--- config.mk ---
export PLATFORM = sky130hd
export DESIGN_NAME = bp_me_lce_req_router
export DESIGN_NICKNAME = d
export VERILOG_FILES = /design/src/rtl/bp_me_pkg.sv /design/src/rtl/bp_me_rr_arb.sv /design/src/rtl/bsg_fifo_1r1w_small.sv /design/src/rtl/bp_me_lce_req_router.sv
export SDC_FILE = /design/constraint.sdc
export NUM_CORES = 1
export LEC_CHECK = 0
export CORE_MARGIN = 2
export CORE_UTILIZATION = 40
export CTS_CLUSTER_SIZE = 8
export DETAILED_ROUTE_END_ITERATION = 12
export SYNTH_ARGS = -nofsm -noshare
export SYNTH_HDL_FRONTEND = slang
export SYNTH_HIERARCHICAL = 1
export SYNTH_SLANG_ARGS = --single-unit
--- constraint.sdc ---
create_clock -name clk_i -period 4.6 [get_ports clk_i]
set_input_delay 0.69 -clock clk_i [delete_from_list [all_inputs] [get_ports clk_i]]
set_output_delay 0.69 -clock clk_i [all_outputs]
set_load 0.01 [all_outputs]
--- src/rtl/bp_me_pkg.sv ---
// rtl/bp_me_pkg.sv - shared helpers for the LCE request router
package bp_me_pkg;

    // Width of a counter that must hold 0..credits inclusive.
    function automatic int credit_width(input int credits);
        return $clog2(credits + 1);
    endfunction

    // Number of bits needed to name one CCE (at least 1 so ports stay legal).
    function automatic int stripe_bits(input int num_cce);
        return (num_cce > 1) ? $clog2(num_cce) : 1;
    endfunction

    // Destination CCE for a physical address: the block-number bits just above
    // the block offset, masked to the CCE count (num_cce is a power of two).
    function automatic logic [31:0] stripe_sel(input logic [63:0] paddr,
                                               input int block_offset,
                                               input int num_cce);
        logic [63:0] shifted;
        shifted = paddr >> block_offset;
        return 32'(shifted & 64'(num_cce - 1));
    endfunction

    localparam int default_credits_lp      = 4;
    localparam int default_credit_width_lp = credit_width(default_credits_lp);

endpackage

--- src/rtl/bp_me_rr_arb.sv ---
// rtl/bp_me_rr_arb.sv - N-way round-robin arbiter with pointer register
module bp_me_rr_arb #(
    parameter int n_p    = 4,
    localparam int id_w_lp = (n_p > 1) ? $clog2(n_p) : 1
) (
    input  logic               clk_i,
    input  logic               reset_n_i,
    input  logic [n_p-1:0]     req_i,
    input  logic               yumi_i,
    output logic               v_o,
    output logic [n_p-1:0]     grant_o,
    output logic [id_w_lp-1:0] grant_id_o
);
    logic [id_w_lp-1:0] ptr_r;

    // First requester at or after the pointer, wrapping around.
    always_comb begin
        int idx;
        v_o        = 1'b0;
        grant_id_o = ptr_r;
        idx        = 0;
        for (int off = 0; off < n_p; off++) begin
            idx = int'(ptr_r) + off;
            if (idx >= n_p) idx = idx - n_p;
            if (!v_o && req_i[id_w_lp'(idx)]) begin
                v_o        = 1'b1;
                grant_id_o = id_w_lp'(idx);
            end
        end
        for (int k = 0; k < n_p; k++) begin
            grant_o[k] = v_o && (grant_id_o == id_w_lp'(k));
        end
    end

    always_ff @(posedge clk_i or negedge reset_n_i) begin
        if (!reset_n_i) begin
            ptr_r <= '0;
        end else if (yumi_i) begin
            ptr_r <= (grant_id_o == id_w_lp'(n_p - 1)) ? '0 : grant_id_o + 1'b1;
        end
    end

endmodule

--- src/rtl/bsg_fifo_1r1w_small.sv ---
// rtl/bsg_fifo_1r1w_small.sv - small circular FIFO with registered ready
module bsg_fifo_1r1w_small #(
    parameter int width_p            = 8,
    parameter int els_p              = 2,
    parameter int ready_THEN_valid_p = 1
) (
    input  logic               clk_i,
    input  logic               reset_n_i,
    input  logic               v_i,
    input  logic [width_p-1:0] data_i,
    output logic               ready_o,
    output logic               v_o,
    output logic [width_p-1:0] data_o,
    input  logic               yumi_i
);
    localparam int ptr_w_lp = (els_p > 1) ? $clog2(els_p) : 1;
    localparam int cnt_w_lp = $clog2(els_p + 1);

    logic [els_p-1:0][width_p-1:0] mem_r;
    logic [ptr_w_lp-1:0]           wptr_r, rptr_r;
    logic [cnt_w_lp-1:0]           count_r, count_n;
    logic                          full_r;
    logic                          enq, deq;

    // Ready-then-valid callers only see the registered full state; the other
    // mode lets a same-cycle dequeue free a slot.
    if (ready_THEN_valid_p != 0) begin : g_rtv
        assign ready_o = ~full_r;
    end else begin : g_vtr
        assign ready_o = ~full_r | yumi_i;
    end

    assign enq     = v_i & ready_o;
    assign deq     = yumi_i & v_o;
    assign v_o     = (count_r != '0);
    assign data_o  = mem_r[rptr_r];
    assign count_n = count_r + cnt_w_lp'(enq) - cnt_w_lp'(deq);

    always_ff @(posedge clk_i) begin
        if (enq) mem_r[wptr_r] <= data_i;
    end

    always_ff @(posedge clk_i or negedge reset_n_i) begin
        if (!reset_n_i) begin
            wptr_r  <= '0;
            rptr_r  <= '0;
            count_r <= '0;
            full_r  <= 1'b0;
        end else begin
            if (enq) wptr_r <= (wptr_r == ptr_w_lp'(els_p - 1)) ? '0 : wptr_r + 1'b1;
            if (deq) rptr_r <= (rptr_r == ptr_w_lp'(els_p - 1)) ? '0 : rptr_r + 1'b1;
            count_r <= count_n;
            full_r  <= (count_n == cnt_w_lp'(els_p));
        end
    end

endmodule

--- src/rtl/bp_me_lce_req_router.sv ---
// rtl/bp_me_lce_req_router.sv - LCE-to-CCE request router with striping and credits
module bp_me_lce_req_router
    import bp_me_pkg::*;
#(
    parameter int num_lce_p            = 4,
    parameter int num_cce_p            = 2,
    parameter int req_width_p          = 64,
    parameter int addr_lsb_p           = 8,
    parameter int block_offset_width_p = 6,
    parameter int fifo_els_p           = 2,
    parameter int credits_p            = 4,
    localparam int cw_lp               = credit_width(credits_p)
) (
    input  logic                                  clk_i,
    input  logic                                  reset_n_i,
    input  logic [num_lce_p-1:0][req_width_p-1:0] lce_req_i,
    input  logic [num_lce_p-1:0]                  lce_req_v_i,
    output logic [num_lce_p-1:0]                  lce_req_ready_o,
    output logic [num_cce_p-1:0][req_width_p-1:0] cce_req_o,
    output logic [num_cce_p-1:0]                  cce_req_v_o,
    input  logic [num_cce_p-1:0]                  cce_req_ready_i,
    input  logic [num_cce_p-1:0]                  cce_credit_return_i,
    output logic [num_cce_p-1:0][cw_lp-1:0]       credit_count_o,
    output logic                                  error_o
);
    localparam int lce_id_w_lp = (num_lce_p > 1) ? $clog2(num_lce_p) : 1;
    localparam int dest_w_lp   = stripe_bits(num_cce_p);

    logic [num_lce_p-1:0][req_width_p-1:0] head;
    logic [num_lce_p-1:0]                  head_v;
    logic [num_lce_p-1:0]                  deq;
    logic [num_lce_p-1:0][dest_w_lp-1:0]   dest;

    logic [num_cce_p-1:0][num_lce_p-1:0]   req_vec;
    logic [num_cce_p-1:0][num_lce_p-1:0]   grant;
    logic [num_cce_p-1:0][lce_id_w_lp-1:0] win;
    logic [num_cce_p-1:0]                  arb_v;
    logic [num_cce_p-1:0]                  xfer;
    logic [num_cce_p-1:0][cw_lp-1:0]       credit_r;
    logic                                  error_r;

    for (genvar i = 0; i < num_lce_p; i++) begin : g_lce
        bsg_fifo_1r1w_small #(
            .width_p            (req_width_p),
            .els_p              (fifo_els_p),
            .ready_THEN_valid_p (1)
        ) fifo (
            .clk_i     (clk_i),
            .reset_n_i (reset_n_i),
            .v_i       (lce_req_v_i[i]),
            .data_i    (lce_req_i[i]),
            .ready_o   (lce_req_ready_o[i]),
            .v_o       (head_v[i]),
            .data_o    (head[i]),
            .yumi_i    (deq[i])
        );
    end

    always_comb begin
        for (int i = 0; i < num_lce_p; i++) begin
            dest[i] = dest_w_lp'(stripe_sel(64'(head[i] >> addr_lsb_p),
                                            block_offset_width_p, num_cce_p));
        end
        for (int c = 0; c < num_cce_p; c++) begin
            for (int i = 0; i < num_lce_p; i++) begin
                req_vec[c][i] = head_v[i] && (dest[i] == dest_w_lp'(c));
            end
        end
    end

    for (genvar c = 0; c < num_cce_p; c++) begin : g_cce
        bp_me_rr_arb #(.n_p(num_lce_p)) arb (
            .clk_i      (clk_i),
            .reset_n_i  (reset_n_i),
            .req_i      (req_vec[c]),
            .yumi_i     (xfer[c]),
            .v_o        (arb_v[c]),
            .grant_o    (grant[c]),
            .grant_id_o (win[c])
        );
        // Valid depends only on heads, pointer and credits, never on ready.
        assign cce_req_v_o[c] = arb_v[c] && (credit_r[c] != '0);
        assign cce_req_o[c]   = head[win[c]];
        assign xfer[c]        = cce_req_v_o[c] & cce_req_ready_i[c];
    end

    // Each head targets exactly one CCE, so at most one grant can pop it.
    always_comb begin
        deq = '0;
        for (int c = 0; c < num_cce_p; c++) begin
            deq = deq | (grant[c] & {num_lce_p{xfer[c]}});
        end
    end

    always_ff @(posedge clk_i or negedge reset_n_i) begin
        if (!reset_n_i) begin
            for (int c = 0; c < num_cce_p; c++) credit_r[c] <= cw_lp'(credits_p);
            error_r <= 1'b0;
        end else begin
            for (int c = 0; c < num_cce_p; c++) begin
                if (xfer[c] && !cce_credit_return_i[c]) begin
                    credit_r[c] <= credit_r[c] - 1'b1;
                end else if (!xfer[c] && cce_credit_return_i[c]) begin
                    if (credit_r[c] == cw_lp'(credits_p)) error_r <= 1'b1;
                    else                                  credit_r[c] <= credit_r[c] + 1'b1;
                end
            end
        end
    end

    assign credit_count_o = credit_r;
    assign error_o        = error_r;

endmodule

Word level (Yosys, flattened, before mapping) --
Index checks and enable logic that the tools add are counted. W data, S select, Z words.
Cells by class: mux-type cells 94, $lt $le $gt $ge 30, bitwise logic cells 21, add/sub/neg operators 36, reduce and logical (&&, ||, !) cells 54, equality and inequality tests 14
Operators with widths (count):
- $mux W64 | 14
- $bwmux W128 | 4
- $bmux W64 S2 | 2
- $demux W64 S1 | 4
- $mux W1 | 38
- $mux W2 | 18
- $logic_and A1 B1 Y1 | 32
- $lt A2 B4 Y1 const B | 8
- $ge A3 B3 Y1 const B | 6
- $mux W3 | 6
- $bmux W1 S2 | 8
- $eq A2 B2 Y1 const B | 8
- $lt A1 B2 Y1 const B | 8
- $sub A2 B1 Y2 const B | 8
- $add A2 B2 Y3 const B | 4
- $reduce_bool A2 Y1 | 6
- $and A1 B1 Y1 | 10
- $logic_not A1 Y1 | 10
- $add A1 B1 Y1 const B | 8
- $add A2 B1 Y2 | 4
- $and A4 B4 Y4 | 2
- $not A1 Y1 | 8
- $sub A2 B1 Y2 | 4
- $add A2 B1 Y3 const B | 2
- 13 further kinds | 27
Word-level totals: input bits 266, bits in registers 543, word-level logic and storage cells 278, output and inout bits 141

Longest topological paths before layout --
Gate-level depths: netlist (run 1).
depth in word-level cells 26, mapped depth 15

Cells and area by module --
The synthesis (run 1) kept the hierarchy.
Modules (own cells, without submodules):
- bsg_fifo_1r1w_small | seq. area each 3968.8 um^2, area each 4877.2 um^2, times used 4, cells each 223
- bp_me_lce_req_router | seq. area each 177.7 um^2, area each 3662.3 um^2, times used 1, cells each 226
- bp_me_rr_arb | seq. area each 50.0 um^2, area each 261.5 um^2, times used 2, cells each 31

Worst setup path before layout (run 1) --
OpenSTA, ideal clock, no wires.
kind in2reg, start in lce_req_v_i[0], end reg g_lce[0].fifo/mem_r[0] in the netlist's numbering, enable pin, arrival time 3648 ps, required time 4114 ps, slack 466 ps, stages on the path 2, setup time 486 ps, cell sequence or2b_1 -> nor2_1
Between the ends: cells in the longest elaborated chain, start to end 1
RTL lines:
- from (decl) | RTL line bp_me_lce_req_router.sv:17 | input logic [num_lce_p-1:0] lce_req_v_i,
- $and A1 B1 Y1 | RTL line bsg_fifo_1r1w_small.sv:33 | assign enq = v_i & ready_o;
- to (signal, indexed assignment) | RTL line bsg_fifo_1r1w_small.sv:40 | if (enq) mem_r[wptr_r] <= data_i;
- to (decl) | RTL line bsg_fifo_1r1w_small.sv:19 | logic [els_p-1:0][width_p-1:0] mem_r;
Every way passes these cells. A chain may end at the register's enable or synchronous reset.

==> results_dict.tcl, run 1 <==
set metrics [dict create \
    finClkSkew_ps 24.7 \
    grt_pass1_wl_um 92500 \
    avgSynthCellArea_um2 20.1 \
    ctsHoldBuffers 0 \
    tns_ps 0 \
    core-area_mm2 0.0588 \
    grt_pass1_vias 14100 \
    ant_nets 0 \
    max_slew_margin 0.345 \
    reg2reg_to "g_lce[3].fifo/full_r" \
    rsz0062_at_grt "no" \
    cts_root_buf "clkbuf_16" \
    worstPathRequired_ps 3910 \
    final-setup-viol-count 0 \
    ys_seq_area_frac 0.682 \
    vias 13300 \
    maxSlewViolCount 0 \
    cp.arrival_ps 3750 \
    crit_start "g_lce[1].fifo/rptr_r" \
    synth_edf_count 512 \
    async_reset_ff_frac 0.0571 \
    layout.nets 1927 \
    yosys_most_used_dff "edfxtp_1" \
    worst_pin_slew_ps 982 \
    io_buffers 406 \
    clockBufferDepth 3 \
    drc 0 \
    grt_use_total 0.213 \
    max_freq_mhz 225 \
    start_util 0.403 \
    dpl_cell_area_mm2 0.0288 \
    max_stage_delay_ps 560 \
    power_density_mw_per_mm2 875 \
    holdWs_ps 505 \
    dp.cells 2334 \
    yosys_warnings 6 \
    die_area_mm2 0.0612 \
    maxCapViolCount 0 \
    ff2ff_path_depth 15 \
    grt_max_degree 52 \
    first_pass_iters 5 \
    postSynthNetCount 1464 \
    fin_util 0.529 \
    std_cell_rows 89 \
    worstPathCellList "mux2_1 > and2_1 > nor2_1 > a221o_1 > o22a_4 > buf_4 > mux4_2 > clkdlybuf4s50_1" \
    clk_latency_ps 610 \
    h-tree-depth 3 \
    status "finished clean" \
    r2r_start "g_lce[0].fifo/rptr_r" \
    die_height_um 247 \
    ys_types 50 \
    synth-seq-cells 543 \
    hold_class "in2async" \
    wl_um 66400 \
    leakage_nw 10.5 \
    area.growth.synth_to_final_pct 31.3 \
    vias_per_cell 5.43 \
    wire_per_inst_um 27.0 \
    gp_congestion 0.787 \
    drive_above_1_share 0.203 \
    slowest_stage "clkdlybuf4s50_1" \
    worstSetupStartpointType "register" \
    clock_sinks 543 \
    hpwl_um 41900 \
    critPathBufInv 2 \
    finalCritPeriodShare 0.966 \
    crit_family "buffers and inverters" \
    critPathCaptureType "output pin" \
    io_pins 407 \
    netlist_instances 1180 \
    final_cell_area_mm2 0.0311 \
    cts_buffers 78 \
    first_iter_violations 744 \
    overflow 0 \
    crit_path_max_fanout 23 \
    antenna_found_initial 22 \
    tritoncts "done" \
    final_cell_mix "edfxtp_1, clkdlybuf4s50_1, mux2_1" \
    period_needed_ps 4440 \
    hold_violations 0 \
    crit_type "reg2out" \
    max-vdd-ir-drop_v 0.000751 \
    ff2ff_setup_slack_ps 670 \
    stdcell_count 2456 \
    die_w_um 247 \
    clk_pin_slew_ps 50 \
    layout_commonest_cell "edfxtp_1" \
    synthesis.area_mm2 0.0237 \
]
-- Yosys cell counts (all sizes together), types with 3 or more instances --
master / instances / area, um^2
a41oi: 3 / 26.3
or4b: 4 / 55.1
mux2: 258 / 2910
xnor2: 14 / 123
or2: 6 / 37.5
or2b: 12 / 100
a31oi: 6 / 62.6
nand4: 4 / 25.0
buf: 55 / 317
dfrtp: 29 / 726
nor2b: 16 / 110
mux4: 128 / 2880
nor2: 16 / 60.1
a22o: 8 / 75.1
nand3: 6 / 30.0
a21oi: 4 / 20.0
edfxtp: 512 / 15400
inv: 18 / 67.6
nand2b: 5 / 41.3
and2b: 8 / 60.1
ha: 16 / 200
nand2: 7 / 26.3
and2: 10 / 65.1
o21ai: 7 / 35.0
clkbuf: 3 / 11.3
-- sequential cells by signal (all words and copies together) (netlist names) --
name	cells
g_lce.fifo/wptr_r	4
g_lce.fifo/count_r	8
g_lce.fifo/mem_r	512
g_cce.arb/ptr_r	4
g_lce.fifo/rptr_r	4
credit_count_o	6
g_lce.fifo/full_r	4
error_o	1
-- final cells by class --
cell class,instances,area (um^2)
Tap cell,773,967
Clock inverter,9,131
Inverter,18,67.6
Antenna cell,14,35.0
Clock buffer,97,2040
Multi-Input combinational cell,561,7220
Sequential cell,543,16200
Timing Repair Buffer,441,4480
Fill cell,4682,27700
-- per-layer routing --
layer	up-vias	share of wire	GRT usage
li1	5767	-	-
met1	6971	0.40	0.263
met2	444	0.49	0.352
met3	142	0.069	0.0588
met4	18	0.036	0.0918
met5	-	0.0017	0
-- through the flow --
| step | power (W) | worst slack, ps |
|---|---|---|
| after floorplan | 0.0154 | 466 |
| after global placement | 0.0219 | 667 |
| after detailed placement | 0.0220 | 591 |
| after CTS | 0.0273 | 42.6 |
| after global routing | 0.0285 | 9.02 |
| final | 0.0272 | 158 |
-- how the worst max path moves through the flow --
stage / end / cells after the start
6_report: cce_req_o[114] / 8
5_1_grt: cce_req_o[100] / 8
4_1_cts: cce_req_o[14] / 8
3_5_place_dp: g_lce[3].fifo/full_r / 15
3_3_place_gp: cce_req_o[78] / 8
2_1_floorplan: g_lce[0].fifo/mem_r[0] / 2
-- logic make-up after synthesis --
kind of cell / count (synthesis) / synth area share
flops: 543 / 0.682
mux: 386 / 0.244
simple gates: 99 / 0.0272
buf+inv: 76 / 0.0167
compound gates: 44 / 0.0148
fa+ha+maj: 18 / 0.0101
xor+xnor: 14 / 0.00518
-- report_power, final --
group	total, W	switching [W]	internal (W)	leakage [nW]
clock	0.00517	0.00203	0.00314	1.05
combinational	0.0151	0.00718	0.00787	4.31
sequential	0.00701	0.000310	0.00670	5.13
-- worst reg2reg max path, cell delays in order (launching register included) --
cell	delay, ps
dfrtp_4	460
mux2_1	380
and2_1	200
nor2b_1	150
o21bai_1	220
and3_4	370
clkbuf_16	280
ha_1	200
and2b_1	120
a22o_1	200
nand2_1	140
xnor2_1	180
ha_1	240
or2b_2	300
a22o_2	250
a31oi_2	170
-- timing repair --
item                                   in CTS  in global routing
pin swaps                                   0                  1
resized for setup                           2                 12
setup buffers                               0                  0
endpoints found under the hold margin       0                  0
setup endpoints to repair                  11                121
gates cloned                                0                  2
Power figures use the tool's default switching activity.
==> run 2, diff against run 1 <==
--- a/config.mk
+++ b/config.mk
@@ -5,6 +5,7 @@
 export SDC_FILE = /design/constraint.sdc
 export NUM_CORES = 1
 export LEC_CHECK = 0
+export ABC_CLOCK_PERIOD_IN_PS = 4600
 export CORE_MARGIN = 2
 export CORE_UTILIZATION = 40
 export CTS_CLUSTER_SIZE = 8
==> results of run 2 <==
Final layout, timing and power as in run 1 (identical DEF).
==> run 3, diff against run 2 <==
--- a/config.mk
+++ b/config.mk
@@ -8,8 +8,11 @@
 export ABC_CLOCK_PERIOD_IN_PS = 4600
 export CORE_MARGIN = 2
 export CORE_UTILIZATION = 40
+export CTS_CLUSTER_DIAMETER = 80
 export CTS_CLUSTER_SIZE = 8
 export DETAILED_ROUTE_END_ITERATION = 12
+export MAX_ROUTING_LAYER = met4
+export SKIP_LAST_GASP = 1
 export SYNTH_ARGS = -nofsm -noshare
 export SYNTH_HDL_FRONTEND = slang
 export SYNTH_HIERARCHICAL = 1
==> results_dict.tcl, run 3 (synthesis results as in run 1) <==
set metrics [dict create \
    grt_use_total 0.220 \
    ctsHoldBuffers 0 \
    holdWs_ps 513 \
    leakage_nw 10.5 \
    clock_sinks 543 \
    layout.nets 1927 \
    final_cell_mix "edfxtp_1, clkdlybuf4s50_1, mux2_1" \
    clk_latency_ps 610 \
    cts_root_buf "clkbuf_16" \
    max-vdd-ir-drop_v 0.000738 \
    layout_commonest_cell "edfxtp_1" \
    worstSetupStartpointType "register" \
    worst_pin_slew_ps 984 \
    gp_congestion 0.798 \
    cts_buffers 78 \
    h-tree-depth 3 \
    clk_pin_slew_ps 50 \
    antenna_found_initial 20 \
    max_freq_mhz 225 \
    final-setup-viol-count 0 \
    ant_nets 0 \
    grt_max_degree 52 \
    finalCritPeriodShare 0.968 \
    postCtsSetupBuffers 0 \
    largest_reg_flops 512 \
    crit_path_max_fanout 34 \
    max_slew_margin 0.344 \
    rsz0062_at_grt "yes" \
    first_iter_violations 711 \
    die_area_mm2 0.0612 \
    overflow 0 \
    maxSlewViolCount 0 \
    critPathCaptureType "output pin" \
    area.growth.synth_to_final_pct 31.3 \
    drive_above_1_share 0.204 \
    crit_type "reg2out" \
    cp.arrival_ps 3760 \
    worstPathRequired_ps 3910 \
    status "finished clean" \
    io_pins 407 \
    die_height_um 247 \
    clockBufferDepth 3 \
    top_register "g_lce.fifo/mem_r" \
    die_w_um 247 \
    grt_pass1_wl_um 92900 \
    hold_class "in2async" \
    start_util 0.403 \
    hpwl_um 41900 \
    vias 13300 \
    tritoncts "done" \
    maxCapViolCount 0 \
    std_cell_rows 89 \
    finClkSkew_ps 19.0 \
    first_pass_iters 5 \
    io_buffers 406 \
    core-area_mm2 0.0588 \
    power_density_mw_per_mm2 874 \
    period_needed_ps 4450 \
    wl_um 66200 \
    hold_violations 0 \
    wire_per_inst_um 26.9 \
    drc 0 \
    grt_pass1_vias 14100 \
    vias_per_cell 5.40 \
    fin_util 0.529 \
]
run 3: area by class of cell:
type,instances,area [um^2]
fill,4693,27700
sequential,543,16200
multi-input combinational,561,7220
timing repair buffer,441,4480
clock buffer,99,2060
tap,773,967
clock inverter,7,105
inverter,18,67.6
antenna,22,55.1
run 3: timing repair:
action	CTS	global route
resized for setup	2	9
endpoints found under the setup margin	20	124
pin swaps	0	1
cloned	0	2
run 3: critical path, cell delays in order, from the launching register on:
cell and delay (ps):
dfrtp_4 470, mux2_1 380, nor2b_2 260, nor2b_1 100, o21bai_1 220, and3_4 280
buf_16 290, mux4_2 560, clkdlybuf4s50_1 570
run 3: per-layer routing:
layer / routed length, um / vias up / track usage
li1: - / 5773 / -
met1: 26900 / 6999 / 0.264
met3: 4150 / 135 / 0.0563
met4: 2350 / 0 / 0.0896
met2: 32700 / 406 / 0.357
met5: 0 / - / -
run 3: worst paths after layout:
path	from	endpoint	slack (ps)	depth (start not counted)
setup / recovery	g_lce[1].fifo/rptr_r	cce_req_o[30]	150	8
hold / removal	reset_n_i	g_lce[2].fifo/full_r	510	2
setup reg to reg	g_lce[0].fifo/rptr_r	g_lce[3].fifo/full_r	630	15
hold reg to reg	error_o	error_o	520	2
max in group asynchronous	reset_n_i	g_lce[0].fifo/rptr_r	3700	2
min in group clk_i	error_o	error_o	520	2
run 3: stage by stage:
step / instance area (um^2) / cells / setup WS (ps) / TNS, ps / total power [W]
floorplan: 23700 / 1180 / 466 / 0 / 0.0154
global route: 31100 / 2461 / -26.4 / -57.1 / 0.0284
CTS: 31000 / 2440 / 37.2 / 0 / 0.0273
global placement: 28800 / 2334 / 667 / 0 / 0.0219
finish: 31100 / 2464 / 146 / 0 / 0.0272
detailed placement: 28800 / 2334 / 591 / 0 / 0.0220
run 3: power breakdown:
part	internal [W]	switching (W)	total (W)
sequential	0.00670	0.000308	0.00701
clock	0.00311	0.00206	0.00517
combinational	0.00786	0.00716	0.0150
